File: src/rtl/ro_ctrl_pkg.sv
// rtl/ro_ctrl_pkg.sv - shared types and defaults for the ring-oscillator measurement sequencer
package ro_ctrl_pkg;

    typedef enum logic [1:0] {
        IDLE,
        SETTLE,
        GATE,
        STOP
    } state_t;

    localparam int RO_SEL_W          = 4;
    localparam int RO_STAGE_W        = 5;
    localparam int DEF_CNT_W         = 24;
    localparam int DEF_GATE_W        = 20;
    localparam int DEF_SETTLE_CYCLES = 64;
    localparam int DEF_NUM_RO        = 16;

endpackage

File: src/rtl/ro_edge_counter.sv
// rtl/ro_edge_counter.sv - synchronised rising-edge counter with saturation and sticky overflow
module ro_edge_counter #(
    parameter int CNT_W = 24
) (
    input  logic             clk,
    input  logic             resetn,
    input  logic             ro_in,
    input  logic             clear,
    input  logic             enable,
    output logic [CNT_W-1:0] count,
    output logic             overflow
);

    logic sync1_q, sync2_q, prev_q;
    logic rise;

    // prev_q trails sync2_q so an edge is seen exactly once after two flops of metastability filtering
    assign rise = sync2_q & ~prev_q;

    always_ff @(posedge clk) begin
        if (!resetn) begin
            sync1_q  <= 1'b0;
            sync2_q  <= 1'b0;
            prev_q   <= 1'b0;
            count    <= '0;
            overflow <= 1'b0;
        end else begin
            sync1_q <= ro_in;
            sync2_q <= sync1_q;
            prev_q  <= sync2_q;
            if (clear) begin
                count    <= '0;
                overflow <= 1'b0;
            end else if (enable && rise) begin
                if (&count) begin
                    overflow <= 1'b1;
                end else begin
                    count <= count + 1'b1;
                end
            end
        end
    end

endmodule

File: src/rtl/ro_measure_ctrl.sv
// rtl/ro_measure_ctrl.sv - ring-oscillator select/start sequencer and gated frequency counter
// Optional build macro RO_SWEEP_EN: measure every oscillator 0..NUM_RO-1 per request.
module ro_measure_ctrl
    import ro_ctrl_pkg::*;
#(
    parameter int CNT_W         = DEF_CNT_W,
    parameter int GATE_W        = DEF_GATE_W,
    parameter int SETTLE_CYCLES = DEF_SETTLE_CYCLES,
    parameter int NUM_RO        = DEF_NUM_RO
) (
    input  logic                  wb_clk_i,
    input  logic                  wb_rst_ni,
    input  logic                  meas_req_i,
    input  logic                  abort_i,
    input  logic [RO_SEL_W-1:0]   cfg_sel_i,
    input  logic [RO_STAGE_W-1:0] cfg_stage_i,
    input  logic [GATE_W-1:0]     cfg_gate_i,
    input  logic                  ro_in_i,
    output logic                  ro_start_o,
    output logic [RO_STAGE_W-1:0] ro_s_o,
    output logic [RO_SEL_W-1:0]   ro_sel_o,
    output logic                  busy_o,
    output logic                  done_o,
    output logic [CNT_W-1:0]      result_o,
    output logic [RO_SEL_W-1:0]   result_idx_o,
    output logic                  overflow_o
);

`ifdef RO_SWEEP_EN
    localparam bit SWEEP = 1'b1;
`else
    localparam bit SWEEP = 1'b0;
`endif

    localparam int SETTLE_W = $clog2(SETTLE_CYCLES) + 1;
    localparam int TMR_W    = (GATE_W > SETTLE_W) ? GATE_W : SETTLE_W;
    localparam logic [RO_SEL_W-1:0] LAST_SEL = RO_SEL_W'(NUM_RO - 1);

    state_t                  state_q, state_d;
    logic [TMR_W-1:0]        timer_q;
    logic [RO_SEL_W-1:0]     sel_q;
    logic [RO_STAGE_W-1:0]   stage_q;
    logic [GATE_W-1:0]       gate_q;
    logic                    sweep_last;
    logic [CNT_W-1:0]        count;
    logic                    cnt_overflow;

    // Single-shot builds always finish after one STOP; sweeps finish on the last index.
    assign sweep_last = !SWEEP || (sel_q == LAST_SEL);

    always_comb begin
        state_d = state_q;
        case (state_q)
            IDLE:   if (meas_req_i) state_d = SETTLE;
            SETTLE: if (abort_i) state_d = IDLE;
                    else if (timer_q == '0) state_d = GATE;
            GATE:   if (abort_i) state_d = IDLE;
                    else if (timer_q == '0) state_d = STOP;
            STOP:   if (abort_i || sweep_last) state_d = IDLE;
                    else state_d = SETTLE;
            default: state_d = IDLE;
        endcase
    end

    always_ff @(posedge wb_clk_i) begin
        if (!wb_rst_ni) begin
            state_q      <= IDLE;
            timer_q      <= '0;
            sel_q        <= '0;
            stage_q      <= '0;
            gate_q       <= '0;
            done_o       <= 1'b0;
            result_o     <= '0;
            result_idx_o <= '0;
            overflow_o   <= 1'b0;
        end else begin
            state_q <= state_d;
            done_o  <= (state_q == STOP);
            case (state_q)
                IDLE: if (meas_req_i) begin
                    sel_q   <= SWEEP ? '0 : cfg_sel_i;
                    stage_q <= cfg_stage_i;
                    gate_q  <= (cfg_gate_i == '0) ? GATE_W'(1) : cfg_gate_i;
                    timer_q <= TMR_W'(SETTLE_CYCLES - 1);
                end
                SETTLE: timer_q <= (timer_q == '0) ? TMR_W'(gate_q) - 1'b1 : timer_q - 1'b1;
                GATE:   timer_q <= timer_q - 1'b1;
                STOP: begin
                    result_o     <= count;
                    result_idx_o <= sel_q;
                    overflow_o   <= cnt_overflow;
                    if (!abort_i && !sweep_last) begin
                        sel_q   <= sel_q + 1'b1;
                        timer_q <= TMR_W'(SETTLE_CYCLES - 1);
                    end
                end
                default: timer_q <= '0;
            endcase
        end
    end

    assign ro_start_o = (state_q == SETTLE) || (state_q == GATE);
    assign busy_o     = (state_q != IDLE);
    assign ro_s_o     = stage_q;
    assign ro_sel_o   = sel_q;

    ro_edge_counter #(
        .CNT_W(CNT_W)
    ) u_edge_counter (
        .clk      (wb_clk_i),
        .resetn   (wb_rst_ni),
        .ro_in    (ro_in_i),
        .clear    (state_q == SETTLE),
        .enable   (state_q == GATE),
        .count    (count),
        .overflow (cnt_overflow)
    );

endmodule

File: config.mk
export PLATFORM = sky130hd
export DESIGN_NAME = ro_measure_ctrl
export DESIGN_NICKNAME = d
export VERILOG_FILES = /design/src/rtl/ro_ctrl_pkg.sv /design/src/rtl/ro_edge_counter.sv /design/src/rtl/ro_measure_ctrl.sv
export SDC_FILE = /design/constraint.sdc
export NUM_CORES = 1
export LEC_CHECK = 0
export CELL_PAD_IN_SITES_DETAIL_PLACEMENT = 1
export CELL_PAD_IN_SITES_GLOBAL_PLACEMENT = 2
export CORE_MARGIN = 1
export CORE_UTILIZATION = 35
export DETAILED_ROUTE_END_ITERATION = 8
export GPL_TIMING_DRIVEN = 1
export HOLD_SLACK_MARGIN = 0.03
export PLACE_DENSITY = 0.95
export RECOVER_POWER = 50
export SKIP_LAST_GASP = 1
export SLEW_MARGIN = 0
export SYNTH_ARGS = -nofsm -noshare
export SYNTH_HDL_FRONTEND = slang
export SYNTH_SLANG_ARGS = --single-unit
File: constraint.sdc
create_clock -name wb_clk_i -period 3.28 [get_ports wb_clk_i]
set_clock_uncertainty 0.1 [all_clocks]
set_input_delay 0.82 -clock wb_clk_i [delete_from_list [all_inputs] [get_ports wb_clk_i]]
set_output_delay 0.82 -clock wb_clk_i [all_outputs]
set_load 0.02 [all_outputs]
# Word level (Yosys, flattened, before mapping)
# Cells that the tools add are included.
totals:
  ff_bits: 109
  inputBits: 34
  elab_cells: 51
op_classes:
  add_sub_neg: 3
  eq_ne: 6
  n_mux: 10
  n_bitwise: 5
  reduce_logical: 13
ops:
  columns: ["cell", "n"]
  rows:
  - ["2-to-1 mux 20 bit", 3]
  - ["one-hot mux 20 bit (3 select lines)", 1]
  - ["zero test 20 bit", 2]
  - ["subtractor 20 x 1 -> 20 bit (second input constant)", 2]
  - ["AND reduction 25 bit", 1]
  - ["adder 24 x 1 -> 24 bit (second input constant)", 1]
  - ["AND reduction 24 bit", 1]
  - ["2-to-1 mux 2 bit", 5]
  - ["one-hot mux 2 bit (4 select lines)", 1]
  - ["!= test 3 bit (second input constant)", 2]
  - ["AND reduction 2 bit", 3]
  - ["== test 2 bit (second input constant)", 2]
  - ["NOT 1 bit", 4]
  - ["AND reduction 3 bit", 1]
  - ["== test 2 x 1 -> 1 bit (second input constant)", 1]
  - ["zero test 2 bit", 1]
  - ["!= test 2 bit (second input constant)", 1]
  - ["nonzero test 2 bit", 1]
  - ["OR reduction 2 bit", 1]
  - ["bitwise AND 1 bit", 1]
  - ["logical AND 1 bit", 1]
  - ["logical OR 1 bit", 1]

# Longest topological paths before layout
logic_depth:
  depth_word: 4
  depth_mapped: 9

# Cells and area by module
# Synthesis repeated with hierarchy kept, for this count alone.
unflattened:
  hier_cells: 648
  hier_area_um2: 5475.3
by_module_without_submodules:
  columns: ["module", "instances", "cells_per_inst", "area_per_inst_um2", "seq_area_each_um2"]
  rows:
  - ["ro_measure_ctrl", 1, 490, 4082.7, 1621.6]
  - ["ro_edge_counter", 1, 158, 1392.6, 560.5]

# Least setup slack after synthesis
# Ideal clock, no wire load.
synth_timing:
  path_type: "in2reg"
  start: "in meas_req_i"
  end: "reg timer_q[11]"
  setup_time_ns: 0.086
  t_arrival_ns: 2.032
  t_required_ns: 3.094
  path_slack_ns: 1.063
  path_stages: 6
  n_path_buf: 2
  cell_sequence: "nor2b_1 -> or2_2 -> buf_2 -> clkbuf_1 -> a21oi_1 -> a211oi_1"
synth_via:
  elab_chain_len: 2
synth_rtl:
  columns: ["item", "line_no", "text"]
  rows:
  - ["from (decl)", "ro_measure_ctrl.sv:13", "input logic meas_req_i,"]
  - ["!= test 2 bit (no line)", null, null]
  - ["AND reduction 2 bit (no line)", null, null]
  - ["to (signal assigned)", "ro_measure_ctrl.sv:84", "timer_q <= TMR_W'(SETTLE_CYCLES - 1);"]
  - ["to (signal assigned)", "ro_measure_ctrl.sv:86", "SETTLE: timer_q <= (timer_q == '0) ? TMR_W'(gate_q) - 1'b1 : timer_q - 1'b1;"]
  - ["to (signal assigned)", "ro_measure_ctrl.sv:87", "GATE: timer_q <= timer_q - 1'b1;"]
  - ["to (decl)", "ro_measure_ctrl.sv:40", "logic [TMR_W-1:0] timer_q;"]
# Every way passes these cells.
# A chain may end at the register's enable or synchronous reset.

# Final worst setup path
layout_timing:
  start: "reg state_q[0]"
  end: "out ro_start_o"
layout_via:
  elab_chain_len: 2
layout_rtl:
  columns: ["item", "line_no", "text"]
  rows:
  - ["from (decl)", "ro_measure_ctrl.sv:39", "state_t state_q, state_d;"]
  - ["from (signal assigned)", "ro_measure_ctrl.sv:77", "state_q <= state_d;"]
  - ["== test 2 x 1 -> 1 bit / == test 2 bit (equally long branches)", "ro_measure_ctrl.sv:102", "assign ro_start_o = (state_q == SETTLE) || (state_q == GATE);"]
  - ["logical OR 1 bit *", "ro_measure_ctrl.sv:102", null]
  - ["to (decl)", "ro_measure_ctrl.sv:19", "output logic ro_start_o,"]
# Mark *: on every way between the ends. The rest lies on a longest branch, timed or not.

==> results.yml <==
status:
  status: "complete, but fails checks"
  violations: "DRC"
timing:
  finalCriticalPeriod_ps: 2820
  tns_ps: 0
  fin_crit_sh: 0.861
  finalHoldViolations: 0
  worstMarginPinSlew_ps: 880
  max_slew_margin: 0.413
  timing.fmax_ghz: 0.354
  finalSetupViolCount: 0
  finalMaxSlewViolations: 0
  rsz0062_at_grt: "false"
logic_synthesis:
  syn_area_mm2: 0.00534
  synth.net_count: 683
  ys_ff_latch: 109
  synth_area_per_cell_um2: 8.33
  yosysSeqAreaShare: 0.409
  synth_warnings: 0
  ys_types: 66
  syn-instance-count: 641
flow_run:
  drv_cap: 0
drt:
  routed_via_density: 5.39
  wl_per_cell_um: 17.1
  drc_errors: 1
  drt_iter0_drc: 164
  ant_nets: 0
  dr.pass1.iters: 6
  vias: 4824
  routed_wl_um: 15300
critical_path:
  cp-start-kind: "register"
  critical_path_class: "register to primary output"
  arrival_ps: 1900
  critPathRequiredTime_ps: 2360
  endpoint_kind: "primary output"
  crit_fanout: 4
hold_path:
  holdCritPathClass: "register to register"
finish:
  fin_nets: 750
  drive_gt1_frac: 0.0703
  areaGrowthSynthToFinish_pct: 22.9
  regArea_mm2: 0.00218
  final_area_mm2: 0.00657
  fill_cells: 1747
  multi_input_area_mm2: 0.00294
  antenna_cells: 0
global_routing:
  antenna_found_initial: 0
  grt_pass1_wl_um: 25500
  grtUsageTotal: 0.201
  grt_pass1_vias: 5130
  grt-ovfl-total: 0
  grt_max_degree: 43
die:
  ios: 75
  start_util: 0.363
  die_area_mm2: 0.0158
  core-area_mm2: 0.0147
  fp.dieW_um: 126
  dieHeight_um: 126
  rows: 44
cts:
  cts-resized-gates: 0
  cts_tree: "yes"
  ctsHoldBuffers: 0
  clk_latency_ps: 360
  cts.sinks: 109
  cts_htree_levels: 3
  post_cts_buffers: 0
  cts_buffer_depth: 2
  clk_pin_slew_ps: 70
  cts_made_buffers: 9
  cts-root-buf: "clkbuf_16"
placement:
  place_congestion: 0.827
  placedInstanceArea_mm2: 0.00629
  portBuffers: 74
  hpwl_um: 11300
power:
  ir_worst_vdd_mv: 0.236
  p_per_area_mw_per_mm2: 482
  leakage_nw: 2.39
## final timing paths
check,cells after the start,slack [ps],from,endpoint
max,3,460,state_q[0],ro_start_o
min,1,350,u_edge_counter.sync1_q,u_edge_counter.sync2_q
max reg2reg,8,730,timer_q[0],timer_q[3]
min reg2reg,1,350,u_edge_counter.sync1_q,u_edge_counter.sync2_q
## routing by layer
layer | GRT usage | vias up | wire (um)
li1 | - | 2377 | -
met1 | 0.249 | 2332 | 7050
met2 | 0.331 | 92 | 7150
met3 | 0.0501 | 23 | 762
met4 | 0.0854 | 0 | 291
met5 | 0 | - | 0
## cell type report
class                   count  share of cell area
clock buffers               9              0.0343
flip-flops and latches    109               0.332
inverters                  13             0.00743
repair buffers             91               0.134
well taps                 184              0.0351
multi-input cells         484               0.448
clock inverters             5             0.00934
## stage by stage
stage           util  cells  total power, mW  hold slack [ps]  worst slack (ps)
2_1_floorplan      -    641             1.86              312              1060
3_5_place_dp   0.428    881             2.09              332               295
5_1_grt        0.447    895             3.32              379               358
6_report       0.447    895             3.17              354               456
4_1_cts        0.447    895             3.19              357               457
3_3_place_gp   0.428    881             2.07              327               470
## logic make-up after synthesis
| logic type | after synthesis | synth area share |
|---|---|---|
| AOI/OAI and AO/OA | 127 | 0.142 |
| xor gates and xnor gates | 43 | 0.0705 |
| adders and majority gates | 8 | 0.0187 |
| buffers and inverters | 48 | 0.0405 |
| DFF | 109 | 0.409 |
| muxes | 32 | 0.0600 |
| and+or+nand+nor | 274 | 0.260 |
## power breakdown
group,switching [mW],total (mW),internal (mW)
combinational,0.385,0.637,0.252
sequential,0.0608,1.43,1.37
clock,0.511,1.10,0.588
total,0.957,3.17,2.21
## flip-flops by register name, indices dropped and copies added, names as in the netlist
name                     count
result_o                    24
u_edge_counter.count        24
gate_q                      20
timer_q                     20
ro_s_o                       5
result_idx_o                 4
ro_sel_o                     4
state_q                      2
done_o                       1
overflow_o                   1
u_edge_counter.overflow      1
u_edge_counter.prev_q        1
u_edge_counter.sync1_q       1
u_edge_counter.sync2_q       1
## Yosys cell counts (all sizes together)
| cell type | number | share of area |
|---|---|---|
| o311ai | 2 | 0.0033 |
| o31a | 1 | 0.0016 |
| or4 | 4 | 0.0070 |
| nor3 | 20 | 0.024 |
| dfxtp | 109 | 0.41 |
| or2 | 3 | 0.0035 |
| a21boi | 2 | 0.0028 |
| and3 | 5 | 0.0059 |
| or3 | 5 | 0.0059 |
| nor4 | 14 | 0.023 |
| nand4 | 14 | 0.020 |
| xor2 | 33 | 0.054 |
| a31o | 1 | 0.0016 |
| ha | 8 | 0.019 |
| nand3 | 17 | 0.019 |
| inv | 13 | 0.0091 |
| and3b | 1 | 0.0016 |
| a32oi | 1 | 0.0016 |
| a2111oi | 1 | 0.0019 |
| a211oi | 7 | 0.011 |
| nor4b | 2 | 0.0045 |
| or2b | 1 | 0.0014 |
| o22ai | 6 | 0.0070 |
| nand2b | 3 | 0.0035 |
| a221oi | 3 | 0.0049 |
| a41oi | 1 | 0.0016 |
| clkbuf | 24 | 0.019 |
| nand2 | 93 | 0.065 |
| o31ai | 3 | 0.0042 |
| a311oi | 1 | 0.0016 |
| o21ai | 18 | 0.017 |
| a31oi | 9 | 0.011 |
| xnor2 | 10 | 0.016 |
| nor2b | 1 | 0.0012 |
| and2 | 5 | 0.0059 |
| a2bb2oi | 1 | 0.0016 |
| and4 | 3 | 0.0054 |
| buf | 11 | 0.013 |
| nor2 | 80 | 0.057 |
| a21oi | 66 | 0.064 |
| mux2i | 32 | 0.060 |
| nor3b | 3 | 0.0052 |
| a311o | 1 | 0.0019 |
| o211ai | 3 | 0.0042 |
## worst max-delay path, stage by stage (launching register included)
cell and delay (ps):
dfxtp_1 420, inv_1 120, ha_1 390, clkdlybuf4s50_1 630
## layout by cell type (no fill, tap or decap), types with 3 or more instances in the layout
master / instances
buf_4: 15
nor2_1: 79
o21ai_0: 18
nand2_1: 93
mux2i_1: 32
o211ai_1: 3
nor4_1: 11
inv_1: 13
clkdlybuf4s50_1: 49
a211oi_1: 6
nand3_1: 15
a21oi_1: 65
clkbuf_16: 9
dfxtp_1: 109
a221oi_1: 3
and2_0: 3
ha_1: 7
xnor2_1: 10
and3_1: 5
or3_1: 5
nor3_1: 17
nand4_1: 12
o31ai_1: 3
dlygate4sd3_1: 25
nand2b_1: 3
o22ai_1: 6
xor2_1: 33
a31oi_1: 9
or4_1: 3
(Power assumes the default switching activity.)
